**src/rtl/ccm_pkg.sv**
```systemverilog
// ccm_pkg: shared AHB encodings, 128-bit block type and FSM states for the CCM result sink.
package ccm_pkg;
    localparam logic [1:0] TRANS_IDLE   = 2'd0;
    localparam logic [1:0] TRANS_BUSY   = 2'd1;
    localparam logic [1:0] TRANS_NONSEQ = 2'd2;
    localparam logic [1:0] TRANS_SEQ    = 2'd3;
    localparam logic RESP_OKAY  = 1'b0;
    localparam logic RESP_ERROR = 1'b1;
    typedef logic [127:0] block_t;
    typedef enum logic [2:0] {IDLE, DATA, STALL, ERR1, ERR2} state_t;
    function automatic logic addr_ok(input logic [31:0] addr, input logic [31:0] base, input logic [31:0] window);
        logic [32:0] lim;
        lim = {1'b0, base} + {1'b0, window};
        return addr >= base && {1'b0, addr} < lim && addr[3:0] == base[3:0];
    endfunction
endpackage

```
**src/rtl/ccm_result_slave_if.sv**
```systemverilog
// ccm_result_slave_if: AHB-style write bus between a master and the CCM result sink.
interface ccm_result_slave_if;
    import ccm_pkg::*;
    logic        HSEL;
    logic        HWRITE;
    logic [1:0]  HTRANS;
    logic [2:0]  HBURST;
    logic [31:0] HADDR;
    block_t      HWDATA;
    logic        HREADY;
    logic        HREADYOUT;
    logic        HRESP;
    modport slave (input HSEL, HWRITE, HTRANS, HBURST, HADDR, HWDATA, HREADY, output HREADYOUT, HRESP);
    modport master (output HSEL, HWRITE, HTRANS, HBURST, HADDR, HWDATA, input HREADY, HREADYOUT, HRESP);
endinterface

```
**src/rtl/ccm_sink_fifo.sv**
```systemverilog
// ccm_sink_fifo: circular store of {address, data} entries with combinational head and occupancy count.
module ccm_sink_fifo
    import ccm_pkg::*;
#(
    parameter int DEPTH = 16,
    localparam int AW = $clog2(DEPTH),
    localparam int CW = AW + 1
) (
    input  logic          clk,
    input  logic          n_rst,
    input  logic          push,
    input  logic          pop,
    input  block_t        wr_data,
    input  logic [31:0]   wr_addr,
    output block_t        rd_data,
    output logic [31:0]   rd_addr,
    output logic [CW-1:0] count,
    output logic          empty,
    output logic          full
);
    block_t        data_mem [DEPTH];
    logic [31:0]   addr_mem [DEPTH];
    logic [AW-1:0] wp, rp;
    logic          take;

    assign take    = pop && !empty;
    assign empty   = count == '0;
    assign full    = count == CW'(DEPTH);
    assign rd_data = empty ? '0 : data_mem[rp];
    assign rd_addr = empty ? '0 : addr_mem[rp];

    always_ff @(posedge clk or negedge n_rst)
        if (!n_rst) begin
            wp    <= '0;
            rp    <= '0;
            count <= '0;
        end else begin
            wp    <= wp + AW'(push);
            rp    <= rp + AW'(take);
            count <= count + CW'(push) - CW'(take);
        end

    always_ff @(posedge clk)
        if (push) begin
            data_mem[wp] <= wr_data;
            addr_mem[wp] <= wr_addr;
        end
endmodule

```
**src/rtl/ccm_result_slave.sv**
```systemverilog
// ccm_result_slave: AHB write sink queuing {address, data} beats for a consumer; reads get a two-cycle ERROR.
// Define CCM_SINK_ADDR_CHECK_EN to also reject writes outside the BASE_ADDR/WINDOW range or off its 16-byte lane.
module ccm_result_slave
    import ccm_pkg::*;
#(
    parameter int          DEPTH     = 16,
    parameter logic [31:0] BASE_ADDR = 32'h0000_1110,
    parameter logic [31:0] WINDOW    = 32'h0000_1000,
    localparam int         CW        = $clog2(DEPTH) + 1
) (
    input  logic                clk,
    input  logic                n_rst,
    ccm_result_slave_if.slave   ahb,
    input  logic                rd_en,
    output block_t              rd_data,
    output logic [31:0]         rd_addr,
    output logic [CW-1:0]       count,
    output logic                empty,
    output logic                full
);
`ifdef CCM_SINK_ADDR_CHECK_EN
    localparam bit CHECK = 1'b1;
`else
    localparam bit CHECK = 1'b0;
`endif
    state_t      state, state_nx, start;
    logic        acc, wr_ok, push, in_data;
    logic [31:0] addr_q;
    logic [2:0]  burst_q_unused;

    assign acc     = ahb.HSEL && ahb.HREADY && (ahb.HTRANS == TRANS_NONSEQ || ahb.HTRANS == TRANS_SEQ);
    assign wr_ok   = ahb.HWRITE && (!CHECK || addr_ok(ahb.HADDR, BASE_ADDR, WINDOW));
    assign start   = !acc ? IDLE : wr_ok ? DATA : ERR1;
    assign in_data = state == DATA || state == STALL;
    // A full FIFO still takes the beat when the consumer pops in the same cycle.
    assign push    = in_data && (!full || rd_en);

    assign ahb.HREADYOUT = !(state == ERR1 || (in_data && !push));
    assign ahb.HRESP     = (state == ERR1 || state == ERR2) ? RESP_ERROR : RESP_OKAY;

    always_ff @(posedge clk or negedge n_rst)
        if (!n_rst) begin
            addr_q         <= '0;
            burst_q_unused <= '0;
        end else if (acc) begin
            addr_q         <= ahb.HADDR;
            burst_q_unused <= ahb.HBURST;
        end

    always_ff @(posedge clk or negedge n_rst)
        if (!n_rst) state <= IDLE;
        else state <= state_nx;

    always_comb begin
        state_nx = state;
        case (state)
            IDLE:        state_nx = start;
            DATA, STALL: state_nx = push ? start : STALL;
            ERR1:        state_nx = ERR2;
            ERR2:        state_nx = start;
            default:     state_nx = IDLE;
        endcase
    end

    ccm_sink_fifo #(.DEPTH(DEPTH)) fifo (
        .clk    (clk),
        .n_rst  (n_rst),
        .push   (push),
        .pop    (rd_en),
        .wr_data(ahb.HWDATA),
        .wr_addr(addr_q),
        .rd_data(rd_data),
        .rd_addr(rd_addr),
        .count  (count),
        .empty  (empty),
        .full   (full)
    );
endmodule
```
**src/flat_wrapper.sv**
```systemverilog
// flat-port wrapper written by rule: the top's interface ports become plain ports
module ccm_result_slave_flat import ccm_pkg::*;
#(
    parameter int          DEPTH     = 16,
    parameter logic [31:0] BASE_ADDR = 32'h0000_1110,
    parameter logic [31:0] WINDOW    = 32'h0000_1000,
    localparam int         CW        = $clog2(DEPTH) + 1
)
  (clk, n_rst, rd_en, rd_data, rd_addr, count, empty, full, ahb_HSEL, ahb_HWRITE, ahb_HTRANS, ahb_HBURST, ahb_HADDR, ahb_HWDATA, ahb_HREADY, ahb_HREADYOUT, ahb_HRESP);
  ccm_result_slave_if ahb_i ();
  input  logic clk;
  input  logic n_rst;
  input  logic rd_en;
  output block_t rd_data;
  output logic [31:0] rd_addr;
  output logic [CW-1:0] count;
  output logic empty;
  output logic full;
  input wire logic [$bits(ahb_i.HSEL)-1:0] ahb_HSEL;
  input wire logic [$bits(ahb_i.HWRITE)-1:0] ahb_HWRITE;
  input wire logic [$bits(ahb_i.HTRANS)-1:0] ahb_HTRANS;
  input wire logic [$bits(ahb_i.HBURST)-1:0] ahb_HBURST;
  input wire logic [$bits(ahb_i.HADDR)-1:0] ahb_HADDR;
  input wire logic [$bits(ahb_i.HWDATA)-1:0] ahb_HWDATA;
  input wire logic [$bits(ahb_i.HREADY)-1:0] ahb_HREADY;
  output wire logic [$bits(ahb_i.HREADYOUT)-1:0] ahb_HREADYOUT;
  output wire logic [$bits(ahb_i.HRESP)-1:0] ahb_HRESP;
  assign ahb_i.HSEL = ahb_HSEL;
  assign ahb_i.HWRITE = ahb_HWRITE;
  assign ahb_i.HTRANS = ahb_HTRANS;
  assign ahb_i.HBURST = ahb_HBURST;
  assign ahb_i.HADDR = ahb_HADDR;
  assign ahb_i.HWDATA = ahb_HWDATA;
  assign ahb_i.HREADY = ahb_HREADY;
  assign ahb_HREADYOUT = ahb_i.HREADYOUT;
  assign ahb_HRESP = ahb_i.HRESP;
  ccm_result_slave #(.DEPTH(DEPTH), .BASE_ADDR(BASE_ADDR), .WINDOW(WINDOW)) u_core (.clk(clk), .n_rst(n_rst), .ahb(ahb_i), .rd_en(rd_en), .rd_data(rd_data), .rd_addr(rd_addr), .count(count), .empty(empty), .full(full));
endmodule
```
**config.mk**
```make
export PLATFORM = sky130hd
export DESIGN_NAME = ccm_result_slave_flat
export DESIGN_NICKNAME = d
export VERILOG_FILES = /design/src/rtl/ccm_pkg.sv /design/src/rtl/ccm_result_slave_if.sv /design/src/rtl/ccm_sink_fifo.sv /design/src/rtl/ccm_result_slave.sv /design/src/flat_wrapper.sv
export SDC_FILE = /design/constraint.sdc
export NUM_CORES = 2
export LEC_CHECK = 0
export BUFFER_PORTS_ARGS = -buffer_cell sky130_fd_sc_hd__buf_2
export CORE_MARGIN = 3
export CORE_UTILIZATION = 30
export DETAILED_ROUTE_END_ITERATION = 10
export PLACE_DENSITY = 0.48
export SLEW_MARGIN = 20
export SYNTH_ARGS = -nofsm -noshare
export SYNTH_HDL_FRONTEND = slang
export SYNTH_SLANG_ARGS = --single-unit
```
**constraint.sdc**
```tcl
create_clock -name clk -period 20.7 [get_ports clk]
set_input_delay 2.07 -clock clk [delete_from_list [all_inputs] [get_ports clk]]
set_output_delay 2.07 -clock clk [all_outputs]
set_load 0.01 [all_outputs]
```
==> tab_implementation.tex <==
\begin{tabular}{lr}
\hline
Metric & Value \\
\hline
\multicolumn{2}{l}{\textbf{CTS}} \\
Max clock buf depth & 4 \\
Post-CTS sizing & 0 \\
Number of CTS-inserted buffers & 293 \\
Clock slew seen by the registers of the worst setup and hold paths & 0.06 ns \\
\# clock sinks & 2608 \\
Clock tree from TritonCTS & done \\
H-tree depth reported by CTS & 5 \\
Quantity of hold-fixing buffers added after cts & 0 \\
Worst-Skew Late Latency & 0.90 ns \\
Buffer type at the clock tree root & clkbuf\_16 \\
Post-CTS setup buffers & 0 \\
\multicolumn{2}{l}{\textbf{Synthesis}} \\
Combinational family with the most area after synthesis & multiplexers \\
Fraction of the yosys area taken by sequential cells & 80.1\% \\
Biggest area contributors in the synthesized netlist & edfxtp\_1 79\%, mux4\_2 15\%, a22oi\_1 2.4\%, dfrtp\_1 1.2\%, buf\_2 0.75\% \\
Mapped Nets & 4240 \\
Number of standard cells after synthesis & 4058 \\
Flip-flop and latch count after synthesis & 2608 \\
Multiplexer fraction of the synthesized cell area & 15.2\% \\
Simple-gate portion of the synthesized area & 0.874\% \\
Top-count cell post-synth & edfxtp\_1 \\
Adder and majority cell fraction of the synthesized area & 0.149\% \\
Area fraction in compound gates after synthesis & 2.53\% \\
Dominant synthesized flop cell & edfxtp\_1 \\
Synthesis warning total & 0 \\
Number of enable-type register cells in the synthesized netlist & 2560 \\
Post-synthesis xor/xnor area fraction & 0.0808\% \\
Cell variety after synth & 35 \\
Post-synth top area cell & edfxtp\_1 \\
Synthesized area divided by synthesized cell count & 24.0 um2 \\
Area of the mapped netlist & 0.0975 mm2 \\
Top cells by count, synth & 2560 x edfxtp\_1, 640 x mux4\_2, 318 x a22oi\_1, 163 x nand2\_1, 146 x buf\_2 \\
Asr flop ratio synth & 1.84\% \\
Synth top area share & 78.8\% \\
\multicolumn{2}{l}{\textbf{STA}} \\
Post-route minimum period & 8.40 ns \\
Maximum clock skew at final layout & 0.0603 ns \\
Max-slew violation total from the final report & 0 \\
Hold Violations, Final & 0 \\
Summed negative setup slack over all endpoints & 0 ns \\
Final clock period utilization by the worst path & 40.6\% \\
Final-report setup violation count & 0 \\
Transition time at the pin with the least slew margin & 1.11 ns \\
Fmax achieved & 119 MHz \\
Slew margin rel. & 26.2\% \\
Setup repair after global routing missed its margin & no \\
\multicolumn{2}{l}{\textbf{Place}} \\
Count of buffers from port buffering & 335 \\
HPWL reported at the end of detailed placement & 127 mm \\
Final RePlAce weighted congestion & 0.685 \\
\multicolumn{2}{l}{\textbf{Global routing}} \\
Vias in the first global route & 48500 \\
Initial antenna violation count & 73 \\
Aggregate global-route resource usage & 15.2\% \\
Total congestion overflow after global routing & 0 \\
Wire length of the first global-routing pass & 364 mm \\
Maximum number of pins on one net before global-route repair & 124 \\
\multicolumn{2}{l}{\textbf{Routing}} \\
Drt first-iter violations & 3715 \\
Total met2 wirelength after detailed routing & 121 mm \\
Via total after detailed routing & 45200 \\
DRT Pass-1 Iters & 7 \\
Final antenna-violating net count & 0 \\
Highest routed metal layer & met5 \\
Average wire length per cell after detail routing & 28.1 um \\
Average vias per placed instance & 4.95 \\
Total Wirelength & 257 mm \\
Drc violations & 0 \\
Met1 Routed Length & 115 mm \\
Met3 Routed Length & 15.9 mm \\
\multicolumn{2}{l}{\textbf{Power and ir drop}} \\
Static power due to leakage & 35.8 nW \\
Sum of internal, switching and leakage power & 15.5 mW \\
Pwr per Cell Area & 136 mW/mm2 \\
Worst vdd ir & 0.000139 V \\
\multicolumn{2}{l}{\textbf{Finish}} \\
Layout area overhead & 16.9\% \\
Total area of sequential cells & 0.0781 mm2 \\
Count of fill cells added during filler insertion & 29700 \\
Total number of nets in the final design & 4755 \\
Share of final-layout standard cells stronger than drive strength 1 & 31.8\% \\
Area taken by multi-input logic gates & 0.0185 mm2 \\
\multicolumn{2}{l}{\textbf{Floorplan}} \\
Std-Cell Core Area & 0.322 mm2 \\
Overall die height & 576 um \\
Die W & 576 um \\
Initial Util & 30.2\% \\
Number of cell rows & 208 \\
Die area & 0.332 mm2 \\
Number of I/O pins & 340 \\
\multicolumn{2}{l}{\textbf{Min path}} \\
Hold WC Path Type & reg2reg \\
Number of cells on the worst hold path & 1 \\
\multicolumn{2}{l}{\textbf{Worst setup path}} \\
Capturing element type of the critical path & primary output \\
Most repeated library cell on the critical path & buf\_4 \\
Depth of the most critical reg-to-reg path & 9 \\
Number of gates on the worst path with buffers counted & 8 \\
CP max-delay cell & dfrtp\_4 \\
Crit-path leading delay family & buffers and inverters \\
Total buffers and inverters traversed by the critical path & 5 \\
Startpoint Class & register \\
Critical path data arrival time & 6.33 ns \\
Data required time of the critical path & 18.63 ns \\
Worst-path maximum fanout & 51 \\
Critical Path, Cell by Cell & buf\_4 -> buf\_4 -> buf\_4 -> buf\_4 -> mux4\_2 -> a22oi\_1 -> nand2\_1 -> buf\_2 \\
CP max stage delay & 0.87 ns \\
Path type of the worst setup path & reg2out \\
\multicolumn{2}{l}{\textbf{Status}} \\
Run status & completed \\
\multicolumn{2}{l}{\textbf{Job}} \\
Max-cap violation count & 0 \\
\hline
\end{tabular}
-- worst reg2reg max path, stage by stage, from the launching register on --
cell and delay (ns):
dfrtp_1 0.39, inv_1 0.08, ha_1 0.20, and4bb_2 0.27, a211oi_2 0.70, nand3b_1 0.49, nor2_4 0.74, buf_4 0.85
buf_4 0.80, buf_4 0.87
-- stage by stage --
step           util [%]  setup slack (ns)  area, um2  hold slack [ns]  std cells
2_1_floorplan         -              6.38      97500            0.473       4058
3_3_place_gp       32.4             12.80     105000            0.534       8581
3_5_place_dp       32.4             12.88     105000            0.554       8581
4_1_cts            35.3             11.92     114000            0.557       9108
5_1_grt            35.4             11.75     114000            0.600       9113
6_report           35.4             12.30     114000            0.562       9125
-- logic make-up after synthesis --
logic type / Yosys count
xor gates and xnor gates: 9
muxes: 673
AOI/OAI and AO/OA: 330
and+or+nand+nor: 204
buffers and inverters: 223
adders and majority gates: 11
DFF: 2608
-- routing by layer --
layer / global-route usage [%] / vias up
met5: 0 / -
met4: 3.35 / 38
met3: 3.25 / 365
met2: 24.2 / 1242
met1: 21.6 / 25000
li1: - / 18600
-- final timing paths --
| check | start | to | slack, ns |
|---|---|---|---|
| max in group asynchronous | n_rst | u_core.fifo.rp[3] | 18.60 |
| hold / removal | u_core.state[2] | u_core.state[2] | 0.56 |
| setup / recovery | u_core.fifo.rp[1] | rd_data[83] | 12.30 |
| setup reg to reg | u_core.fifo.count[3] | u_core.fifo.data_mem[12][51] | 14.90 |
| hold reg to reg | u_core.state[2] | u_core.state[2] | 0.56 |
| min in group asynchronous | n_rst | u_core.addr_q[30] | 1.33 |
-- report_power, final --
part	switching [mW]	leakage, nW	internal, mW
sequential	0.174	23.6	6.08
clock	2.12	4.55	2.95
combinational	2.48	7.67	1.70
-- sequential cells by signal, indices dropped and copies added, names as in the netlist --
name / flops
u_core.fifo.data_mem: 2048
u_core.fifo.addr_mem: 512
u_core.addr_q: 32
u_core.fifo.count: 5
u_core.fifo.rp: 4
u_core.fifo.wp: 4
u_core.state: 3
-- cell usage in the layout, fill, tap and decap left out, drive strengths merged, types with 5 or more instances in the layout --
| cell | instances |
|---|---|
| ha | 10 |
| clkbuf | 371 |
| nor3 | 5 |
| a21oi | 6 |
| inv | 22 |
| buf | 436 |
| bufinv | 23 |
| dfrtp | 48 |
| xnor2 | 5 |
| clkinvlp | 5 |
| clkinv | 113 |
| edfxtp | 2560 |
| mux4 | 640 |
| a22oi | 318 |
| mux2 | 32 |
| nand2 | 163 |
| nor2 | 21 |
| diode | 15 |
-- cell type report --
cell class | count | share of cell area (%)
Timing Repair Buffer | 436 | 2.33
Clock buffer | 371 | 6.75
Inverter | 7 | 0.0230
Antenna cell | 15 | 0.0329
Clock inverter | 156 | 1.47
Multi-Input combinational cell | 1227 | 16.2
Tap cell | 4305 | 4.72
Sequential cell | 2608 | 68.5
Power figures use the tool's default switching activity.
